**config.mk**
```make
export PLATFORM = sky130hd
export DESIGN_NAME = axis_xy_input_buffer
export DESIGN_NICKNAME = d
export VERILOG_FILES = /design/src/rtl/noc_pkg.sv /design/src/rtl/axis_sync_fifo.sv /design/src/rtl/axis_xy_input_buffer.sv
export SDC_FILE = /design/constraint.sdc
export NUM_CORES = 1
export LEC_CHECK = 0
export CORE_MARGIN = 4
export CORE_UTILIZATION = 58
export CTS_CLUSTER_SIZE = 40
export DETAILED_ROUTE_END_ITERATION = 8
export PLACE_DENSITY = 0.84
export SETUP_SLACK_MARGIN = 0.2
export SYNTH_ARGS = -nofsm -noshare
export SYNTH_HDL_FRONTEND = slang
export SYNTH_SLANG_ARGS = --single-unit
```
**constraint.sdc**
```tcl
create_clock -name clk -period 5.53 [get_ports clk]
set_input_delay 0.553 -clock clk [delete_from_list [all_inputs] [get_ports clk]]
set_output_delay 0.553 -clock clk [all_outputs]
set_load 0.01 [all_outputs]
```
**src/rtl/noc_pkg.sv**
```systemverilog
// Shared mesh NoC definitions: output port indices, input-buffer FSM states
// and helpers for header field widths and direction one-hot encoding.
package noc_pkg;

    localparam int NUM_PORTS = 5;

    typedef enum logic [2:0] {
        PORT_HOME  = 3'd0,
        PORT_NORTH = 3'd1,
        PORT_EAST  = 3'd2,
        PORT_SOUTH = 3'd3,
        PORT_WEST  = 3'd4
    } port_e;

    typedef enum logic [1:0] {
        ST_IDLE = 2'd0,
        ST_REQ  = 2'd1,
        ST_FWD  = 2'd2,
        ST_DROP = 2'd3
    } ibuf_state_e;

    // A one-router dimension still needs a 1-bit field so slices stay legal.
    function automatic int field_width(input int extent);
        return (extent > 1) ? $clog2(extent) : 1;
    endfunction

    function automatic logic [NUM_PORTS-1:0] dir_to_onehot(input port_e dir);
        logic [NUM_PORTS-1:0] oh;
        oh = 5'b00000;
        case (dir)
            PORT_HOME:  oh = 5'b00001;
            PORT_NORTH: oh = 5'b00010;
            PORT_EAST:  oh = 5'b00100;
            PORT_SOUTH: oh = 5'b01000;
            PORT_WEST:  oh = 5'b10000;
            default:    oh = 5'b00000;
        endcase
        return oh;
    endfunction

endpackage

```
**src/rtl/axis_sync_fifo.sv**
```systemverilog
// Single-clock flit FIFO with async active-low reset; the extra pointer MSB
// distinguishes full from empty. Overflowing pushes and empty pops are ignored.
module axis_sync_fifo #(
    parameter int WIDTH = 49,
    parameter int DEPTH = 4
) (
    input  logic             clk,
    input  logic             rst_n,
    input  logic             push,
    input  logic [WIDTH-1:0] wdata,
    output logic             full,
    input  logic             pop,
    output logic [WIDTH-1:0] rdata,
    output logic             empty
);

    localparam int AW = $clog2(DEPTH);
    localparam logic [AW:0] PTR_INC = {{AW{1'b0}}, 1'b1};

    logic [WIDTH-1:0] mem_r [DEPTH];
    logic [AW:0]      wr_ptr_r;
    logic [AW:0]      rd_ptr_r;
    logic             push_s;
    logic             pop_s;

    assign full   = (wr_ptr_r[AW] != rd_ptr_r[AW]) && (wr_ptr_r[AW-1:0] == rd_ptr_r[AW-1:0]);
    assign empty  = (wr_ptr_r == rd_ptr_r);
    assign push_s = push && !full;
    assign pop_s  = pop && !empty;
    assign rdata  = mem_r[rd_ptr_r[AW-1:0]];

    // Read/write pointer update.
    always_ff @(posedge clk or negedge rst_n) begin
        if (!rst_n) begin
            wr_ptr_r <= {(AW+1){1'b0}};
            rd_ptr_r <= {(AW+1){1'b0}};
        end else begin
            if (push_s) begin
                wr_ptr_r <= wr_ptr_r + PTR_INC;
            end
            if (pop_s) begin
                rd_ptr_r <= rd_ptr_r + PTR_INC;
            end
        end
    end

    // Storage write; contents are don't-care until a pointer covers them.
    always_ff @(posedge clk) begin
        if (push_s) begin
            mem_r[wr_ptr_r[AW-1:0]] <= wdata;
        end
    end

endmodule

```
**src/rtl/axis_xy_input_buffer.sv**
```systemverilog
// Router input stage: buffers AXIS flits, XY-routes each head flit, requests
// the output from the allocator and streams the packet once granted.
module axis_xy_input_buffer
    import noc_pkg::*;
#(
    parameter int DATA_WIDTH    = 40,
    parameter int ID_WIDTH      = 3,
    parameter int DEPTH         = 4,
    parameter int ROUTER_X      = 0,
    parameter int ROUTER_Y      = 0,
    parameter int MAX_ROUTERS_X = 4,
    parameter int MAX_ROUTERS_Y = 4
) (
    input  logic                    clk,
    input  logic                    rst_n,
    input  logic                    s_TVALID,
    output logic                    s_TREADY,
    input  logic [DATA_WIDTH-1:0]   s_TDATA,
    input  logic [ID_WIDTH-1:0]     s_TID,
    input  logic [DATA_WIDTH/8-1:0] s_TSTRB,
    input  logic                    s_TLAST,
    output logic                    m_TVALID,
    input  logic                    m_TREADY,
    output logic [DATA_WIDTH-1:0]   m_TDATA,
    output logic [ID_WIDTH-1:0]     m_TID,
    output logic [DATA_WIDTH/8-1:0] m_TSTRB,
    output logic                    m_TLAST,
    output logic [NUM_PORTS-1:0]    route_req,
    input  logic                    route_gnt,
    output logic                    drop
);

    localparam int X_W    = field_width(MAX_ROUTERS_X);
    localparam int Y_W    = field_width(MAX_ROUTERS_Y);
    localparam int STRB_W = DATA_WIDTH / 8;
    localparam int PAY_W  = DATA_WIDTH + ID_WIDTH + STRB_W + 1;

    ibuf_state_e           state_r, state_s;
    logic [NUM_PORTS-1:0]  route_req_r, route_req_s;
    logic                  drop_r, drop_s;
    logic                  rdy_r;
    logic                  push_s, pop_s, full_s, empty_s, fwd_valid_s;
    logic [PAY_W-1:0]      head_s;
    logic [DATA_WIDTH-1:0] head_data_s;
    logic                  head_last_s;
    logic [X_W-1:0]        dst_x_s;
    logic [Y_W-1:0]        dst_y_s;
    logic                  out_of_mesh_s;
    port_e                 route_dir_s;

    assign s_TREADY = rdy_r && !full_s;
    assign push_s   = s_TVALID && s_TREADY;

    axis_sync_fifo #(
        .WIDTH (PAY_W),
        .DEPTH (DEPTH)
    ) u_fifo (
        .clk   (clk),
        .rst_n (rst_n),
        .push  (push_s),
        .wdata ({s_TDATA, s_TID, s_TSTRB, s_TLAST}),
        .full  (full_s),
        .pop   (pop_s),
        .rdata (head_s),
        .empty (empty_s)
    );

    assign {m_TDATA, m_TID, m_TSTRB, m_TLAST} = head_s;
    assign head_data_s = head_s[PAY_W-1 -: DATA_WIDTH];
    assign head_last_s = head_s[0];
    assign dst_x_s     = head_data_s[X_W-1:0];
    assign dst_y_s     = head_data_s[X_W+Y_W-1:X_W];

    // XY dimension-order decode of the FIFO head; X is resolved before Y.
    always_comb begin
        route_dir_s   = PORT_HOME;
        out_of_mesh_s = (int'(dst_x_s) >= MAX_ROUTERS_X) || (int'(dst_y_s) >= MAX_ROUTERS_Y);
        if (int'(dst_x_s) > ROUTER_X) begin
            route_dir_s = PORT_EAST;
        end else if (int'(dst_x_s) < ROUTER_X) begin
            route_dir_s = PORT_WEST;
        end else if (int'(dst_y_s) > ROUTER_Y) begin
            route_dir_s = PORT_SOUTH;
        end else if (int'(dst_y_s) < ROUTER_Y) begin
            route_dir_s = PORT_NORTH;
        end else begin
            route_dir_s = PORT_HOME;
        end
    end

    // Packet FSM: next state, pop, route request and drop pulse.
    always_comb begin
        state_s     = state_r;
        route_req_s = route_req_r;
        drop_s      = 1'b0;
        pop_s       = 1'b0;
        fwd_valid_s = 1'b0;
        case (state_r)
            ST_IDLE: begin
                if (empty_s) begin
                    state_s = ST_IDLE;
                end else if (out_of_mesh_s) begin
                    state_s = ST_DROP;
                end else begin
                    state_s     = ST_REQ;
                    route_req_s = dir_to_onehot(route_dir_s);
                end
            end
            ST_REQ: begin
                if (route_gnt) begin
                    state_s = ST_FWD;
                end else begin
                    state_s = ST_REQ;
                end
            end
            ST_FWD: begin
                fwd_valid_s = !empty_s;
                if (fwd_valid_s && m_TREADY) begin
                    pop_s = 1'b1;
                    if (head_last_s) begin
                        state_s     = ST_IDLE;
                        route_req_s = {NUM_PORTS{1'b0}};
                    end else begin
                        state_s = ST_FWD;
                    end
                end else begin
                    state_s = ST_FWD;
                end
            end
            ST_DROP: begin
                if (!empty_s) begin
                    pop_s = 1'b1;
                    if (head_last_s) begin
                        state_s = ST_IDLE;
                        drop_s  = 1'b1;
                    end else begin
                        state_s = ST_DROP;
                    end
                end else begin
                    state_s = ST_DROP;
                end
            end
            default: begin
                state_s     = ST_IDLE;
                route_req_s = {NUM_PORTS{1'b0}};
            end
        endcase
    end

    // State and output registers; rdy_r keeps the upstream stalled while in reset.
    always_ff @(posedge clk or negedge rst_n) begin
        if (!rst_n) begin
            state_r     <= ST_IDLE;
            route_req_r <= {NUM_PORTS{1'b0}};
            drop_r      <= 1'b0;
            rdy_r       <= 1'b0;
        end else begin
            state_r     <= state_s;
            route_req_r <= route_req_s;
            drop_r      <= drop_s;
            rdy_r       <= 1'b1;
        end
    end

    assign m_TVALID  = fwd_valid_s;
    assign route_req = route_req_r;
    assign drop      = drop_r;

endmodule

```
# --- Yosys cells after proc, flatten, opt, wreduce, memory -nomap -nowiden ---
# Memories as Yosys holds them, arrays and structs flattened.
# Index checks and enable logic that the tools add are counted.
word_totals:
  ff_bits: 15
  ram_bits: 196
  in_bits: 54
  out_inout_bits: 57
  mem_count: 1
memory_table:
  columns: ["memory", "words", "width", "read_ports", "rd_ports_with_merged_regs", "wr", "line_no", "text"]
  rows:
  - ["u_fifo.mem_r", 4, 49, 1, 0, 1, "axis_sync_fifo.sv:20", "logic [WIDTH-1:0] mem_r [DEPTH];"]
classes:
  add_sub_neg: 2
  order_cmp: 2
  eq_ne: 13
  muxes: 23
  reduce_logical: 12
op_table:
  columns: ["cell", "n"]
  rows:
  - ["5-bit one-hot mux with 5 select lines", 1]
  - ["5-bit two-way mux", 3]
  - ["2-bit two-way mux", 6]
  - ["5-bit one-hot mux with 2 select lines", 1]
  - ["1-bit two-way mux", 9]
  - ["2-bit one-hot mux with 4 select lines", 1]
  - ["3-bit by 1-bit adder with 3-bit output, second input constant", 2]
  - ["3-bit by 2-bit == test with 1-bit output, second input constant", 2]
  - ["1-bit logical AND", 6]
  - ["2-bit inequality test, second input constant", 3]
  - ["2-bit == test, second input constant", 2]
  - ["2-bit by 1-bit > comparator with 1-bit output, second input constant", 2]
  - ["4-bit AND reduction", 1]
  - ["3-bit by 1-bit == test with 1-bit output, second input constant", 1]
  - ["3-bit == test", 1]
  - ["3-bit == test, second input constant", 1]
  - ["3-bit zero test", 1]
  - ["3-bit two-way mux", 1]
  - ["2-bit by 1-bit == test with 1-bit output, second input constant", 1]
  - ["2-bit == test", 1]
  - ["1-bit zero test", 2]
  - ["2-bit zero test", 1]
  - ["1-bit one-hot mux with 2 select lines", 1]
  - ["2-bit nonzero test", 1]
  - ["1-bit inequality test", 1]

# --- Longest topological paths before layout ---
depth:
  ltp_word: 8
  ltp_mapped: 6
  depth_no_buf: 4

# --- Cells and area by module ---
# From an unflattened synthesis, not the netlist that was laid out.
unflattened:
  cells_unflattened: 344
  area_unflattened_um2: 7973.9
modules_own_cells:
  columns: ["mod", "n_inst", "cells_each", "area_per_inst_um2", "seq_area_each_um2"]
  rows:
  - ["axis_sync_fifo", 1, 305, 7592.3, 6035.8]
  - ["axis_xy_input_buffer", 1, 39, 381.6, 200.2]

# --- Worst setup path before layout ---
# OpenSTA, ideal clock, no wires.
synth_timing:
  path_kind: "register -> register"
  startpoint: "register u_fifo.rd_ptr_r[1]"
  endpoint: "memory u_fifo.mem_r[3][0], enable pin"
  setup_ns: 0.413
  t_arrival_ns: 2.263
  required_ns: 5.117
  slack_ns: 2.854
  stages_incl_launch_ff: 5
  n_path_buf: 1
  period_less_slack_ns: 2.676
  path_cell_list: "dfrtp_1 > buf_4 > xor2_1 > o31a_1 > and3_1"
synth_between:
  elab_chain_len: 8
synth_rtl:
  columns: ["item", "line_no", "text"]
  rows:
  - ["from (decl)", "axis_sync_fifo.sv:22", "logic [AW:0] rd_ptr_r;"]
  - ["from (signal assigned)", "axis_sync_fifo.sv:36", "rd_ptr_r <= {(AW+1){1'b0}};"]
  - ["from (signal assigned)", "axis_sync_fifo.sv:42", "rd_ptr_r <= rd_ptr_r + PTR_INC;"]
  - ["2-bit == test", "axis_sync_fifo.sv:26", "assign full = (wr_ptr_r[AW] != rd_ptr_r[AW]) && (wr_ptr_r[AW-1:0] == rd_ptr_r[AW-1:0]);"]
  - ["1-bit logical AND", "axis_sync_fifo.sv:26", null]
  - ["1-bit zero test", "axis_xy_input_buffer.sv:51", "assign s_TREADY = rdy_r && !full_s;"]
  - ["1-bit logical AND", "axis_xy_input_buffer.sv:51", null]
  - ["via s_TREADY", "axis_xy_input_buffer.sv:17", "output logic s_TREADY,"]
  - ["1-bit logical AND", "axis_xy_input_buffer.sv:52", "assign push_s = s_TVALID && s_TREADY;"]
  - ["1-bit logical AND", "axis_sync_fifo.sv:28", "assign push_s = push && !full;"]
  - ["1-bit two-way mux", "axis_sync_fifo.sv:49", "if (push_s) begin"]
  - ["1-bit two-way mux (implied by the code)", "axis_sync_fifo.sv:50", "mem_r[wr_ptr_r[AW-1:0]] <= wdata;"]
  - ["to (decl)", "axis_sync_fifo.sv:20", null]
# The timed path passes the listed nets, and every way through them passes these cells.

# --- Worst setup path in the final report ---
layout_timing:
  startpoint: "register u_fifo.rd_ptr_r[0]"
  endpoint: "output m_TDATA[17]"
layout_between:
  elab_chain_len: 1
layout_rtl:
  columns: ["item", "line_no", "text"]
  rows:
  - ["memory read 4 x 49 bit", null, null]
  - ["to (decl)", "axis_xy_input_buffer.sv:24", "output logic [DATA_WIDTH-1:0] m_TDATA,"]
# Every way passes these cells.

==> flow_summary.toml <==
[die]
floorplan.core_area_sq_um = 13240
floorplan.die.width_microns = 124.2
total_i_o_pin_count = 111
floorplan.die.height_microns = 124.2
start_util_pct = 59.16
row_count = 42
fp.dieArea_sq_um = 15430

[clock_network]
clkTransAtPathRegs_ns = 0.06
tritoncts.num_buffers = 21
hold_buffers = 0
htree_num_levels = 1
cts_tree = "yes"
cts.sink_count = 210
cts-root-buf = "sky130_fd_sc_hd__clkbuf_16"
insertion_delay_ns = 0.47
clock_path_buffers = 3
ctsResizeCount = 0
cts_post_setup_buffers_inserted = 0

[cells_and_area]
layout.cells.most_common = "sky130_fd_sc_hd__edfxtp_1"
final_core_utilization_pct = 73.55
drive_gt1_share_pct = 19.19
final_cell_mix = "sky130_fd_sc_hd__edfxtp_1, sky130_fd_sc_hd__clkdlybuf4s50_1, sky130_fd_sc_hd__mux4_2"
syn_to_final_growth_pct = 24.32
finalNetCount = 514
post-route-cell-area_sq_um = 9741
diodes = 0

[global_routing]
grt_usage_pct = 19.01
antenna_found_initial = 0
grt_overflow = 0
via_count_of_the_first_global_routing_pass = 4121
first_pass_grt_wire_length_microns = 23080
largest_net_degree_at_the_start_of_global_routing = 31

[critical_path]
worst_ep_required_time_ns = 4.98
worstSetupPathType = "register to output port"
timing.critical_path.fanout_max = 30
crit_slowest_cell = "sky130_fd_sc_hd__dfrtp_4"
path_delay_family = "buffers and inverters"
crit_chain = "buf_4, mux4_2, clkdlybuf4s50_1"
path_buf_inv = 2
start_kind = "register"
worstSetupEndpointType = "output port"
timing.critical_path.arrival_ns = 2.96
timing.critical_path.slowest_cell_delay_ns = 0.73

[timing]
slew_viol_final = 0
setup-tns-final_ns = 0
setup_repair_after_global_routing_missed_its_margin = "false"
layout_worst_path_cycle_share_pct = 63.48
hold_viol = 0
timing.slew.headroom_pct = 48.54
fmaxAchievable_mhz = 284.8
tightestPinTransition_ns = 0.7719
period_minus_slack_ns = 3.511
fin_worst_skew_ns = 0.006837
report.final.setup_viol = 0

[drt]
routed-via-count = 3697
postRouteWirelength_microns = 14040
drc_violation_count_after_routing = 0
route.detailed.vias_per_inst = 5.732
drt_first_iter_violations = 300
dr.pass1.iters = 5
post_drt_wl_per_cell_microns = 21.76
drt.antenna.violating_nets = 0

[logic_synthesis]
netlist-cell-type-count = 31
post_synthesis_sequential_element_count = 210
syn-num-nets = 390
synth_warnings = 0
synth-async-reset-ratio_pct = 6.667
synth_top_flop_cell = "sky130_fd_sc_hd__edfxtp_1"
post-synth-top-area-fraction_pct = 75.12
netlist_area_before_placement_sq_um = 7835
synth_edf_count = 196
synth_area_leader_cell = "sky130_fd_sc_hd__edfxtp_1"
synthesis.area_per_instance_sq_um = 23.67
synth_sequential_area_ratio_pct = 79.59
post_synth_inst_count = 331
synth.top_cells.by_area = "sky130_fd_sc_hd__edfxtp_1, sky130_fd_sc_hd__mux4_2, sky130_fd_sc_hd__dfrtp_1"

[job]
maxCapViolCount = 0

[place]
place_congestion = 0.7100
post_dp_cell_area_sq_um = 9115
hpwlAfterDp_microns = 8646
buffer_ports.inserted = 109

[power]
total_power_mw = 4.949
ir_worst_vdd_mv = 0.3925
leakagePower_nw = 3.218
power_per_cell_area_nw_per_um2 = 508.0

[hold_path]
timing.hold.worst.class = "register to register"

[outcome]
run_status = "finished, final reports clean"
-- per-stage QoR --
stage	cells	setup WS (ns)	hold slack, ns
3_5_place_dp	608	2.445	0.4757
6_report	645	2.019	0.4824
3_3_place_gp	608	2.432	0.4702
5_1_grt	645	1.786	0.5244
2_1_floorplan	331	2.854	0.2574
4_1_cts	645	1.927	0.4889
-- registers in the layout, indices dropped and copies added (netlist names) --
register / cells
u_fifo.wr_ptr_r: 3
drop: 1
route_req: 4
rdy_r: 1
state_r: 2
u_fifo.mem_r: 196
u_fifo.rd_ptr_r: 3
-- logic make-up (layout without fill, tap and decap cells) --
group                      Yosys count  after routing  share of synthesized area (%)
and+or+nand+nor                     22             22                          1.421
buffers and inverters               16            154                          1.198
adders and majority gates            5              5                         0.7985
DFF                                210            210                          79.59
AOI/OAI and AO/OA                   13             13                          1.150
muxes                               53             53                          14.63
xor gates and xnor gates            10             10                          1.118
other                                2              2                        0.09585
-- synthesized netlist by cell type, types with 4 or more instances --
cell                       number
sky130_fd_sc_hd__clkbuf_1       4
sky130_fd_sc_hd__mux4_2        49
sky130_fd_sc_hd__xor2_1         5
sky130_fd_sc_hd__dfrtp_1       14
sky130_fd_sc_hd__nand2_1        7
sky130_fd_sc_hd__ha_1           5
sky130_fd_sc_hd__buf_4          6
sky130_fd_sc_hd__xnor2_1        5
sky130_fd_sc_hd__nor2_1         4
sky130_fd_sc_hd__and3_1         4
sky130_fd_sc_hd__edfxtp_1     196
-- cell type report --
type | instances | area, sq um
Fill cell | 741 | 3502
Timing Repair Buffer | 115 | 1136
Sequential cell | 210 | 6241
Clock inverter | 6 | 52.55
Tap cell | 176 | 220.2
Clock buffer | 31 | 573.1
Inverter | 2 | 7.507
Multi-Input combinational cell | 105 | 1510
-- power breakdown --
group	leakage, nW	internal, mW	switching, mW	total, mW
logic	0.963	0.865	0.658	1.52
clock network	0.306	0.761	0.520	1.28
registers	1.95	1.97	0.174	2.14
-- final timing paths --
path | from | endpoint | slack, ns | cells after the start
worst max-delay path | u_fifo.rd_ptr_r[0] | m_TDATA[17] | 2.02 | 3
worst min-delay path | route_req[1] | route_req[1] | 0.48 | 1
worst max register to register | u_fifo.rd_ptr_r[1] | u_fifo.mem_r[3][12] | 2.64 | 4
worst min register to register | route_req[1] | route_req[1] | 0.48 | 1
max in group asynchronous | rst_n | u_fifo.rd_ptr_r[0] | 4.56 | 1
min in group asynchronous | rst_n | route_req[2] | 0.49 | 1
-- per-layer routing --
metal / wire length, microns / up-vias / track usage [%]
li1: - / 1624 / -
met1: 5470 / 1924 / 25.29
met2: 7356 / 128 / 32.41
met5: 0 / - / 0
met3: 1017 / 21 / 4.983
met4: 195 / 0 / 3.740
Power figures use the tool's default switching activity.
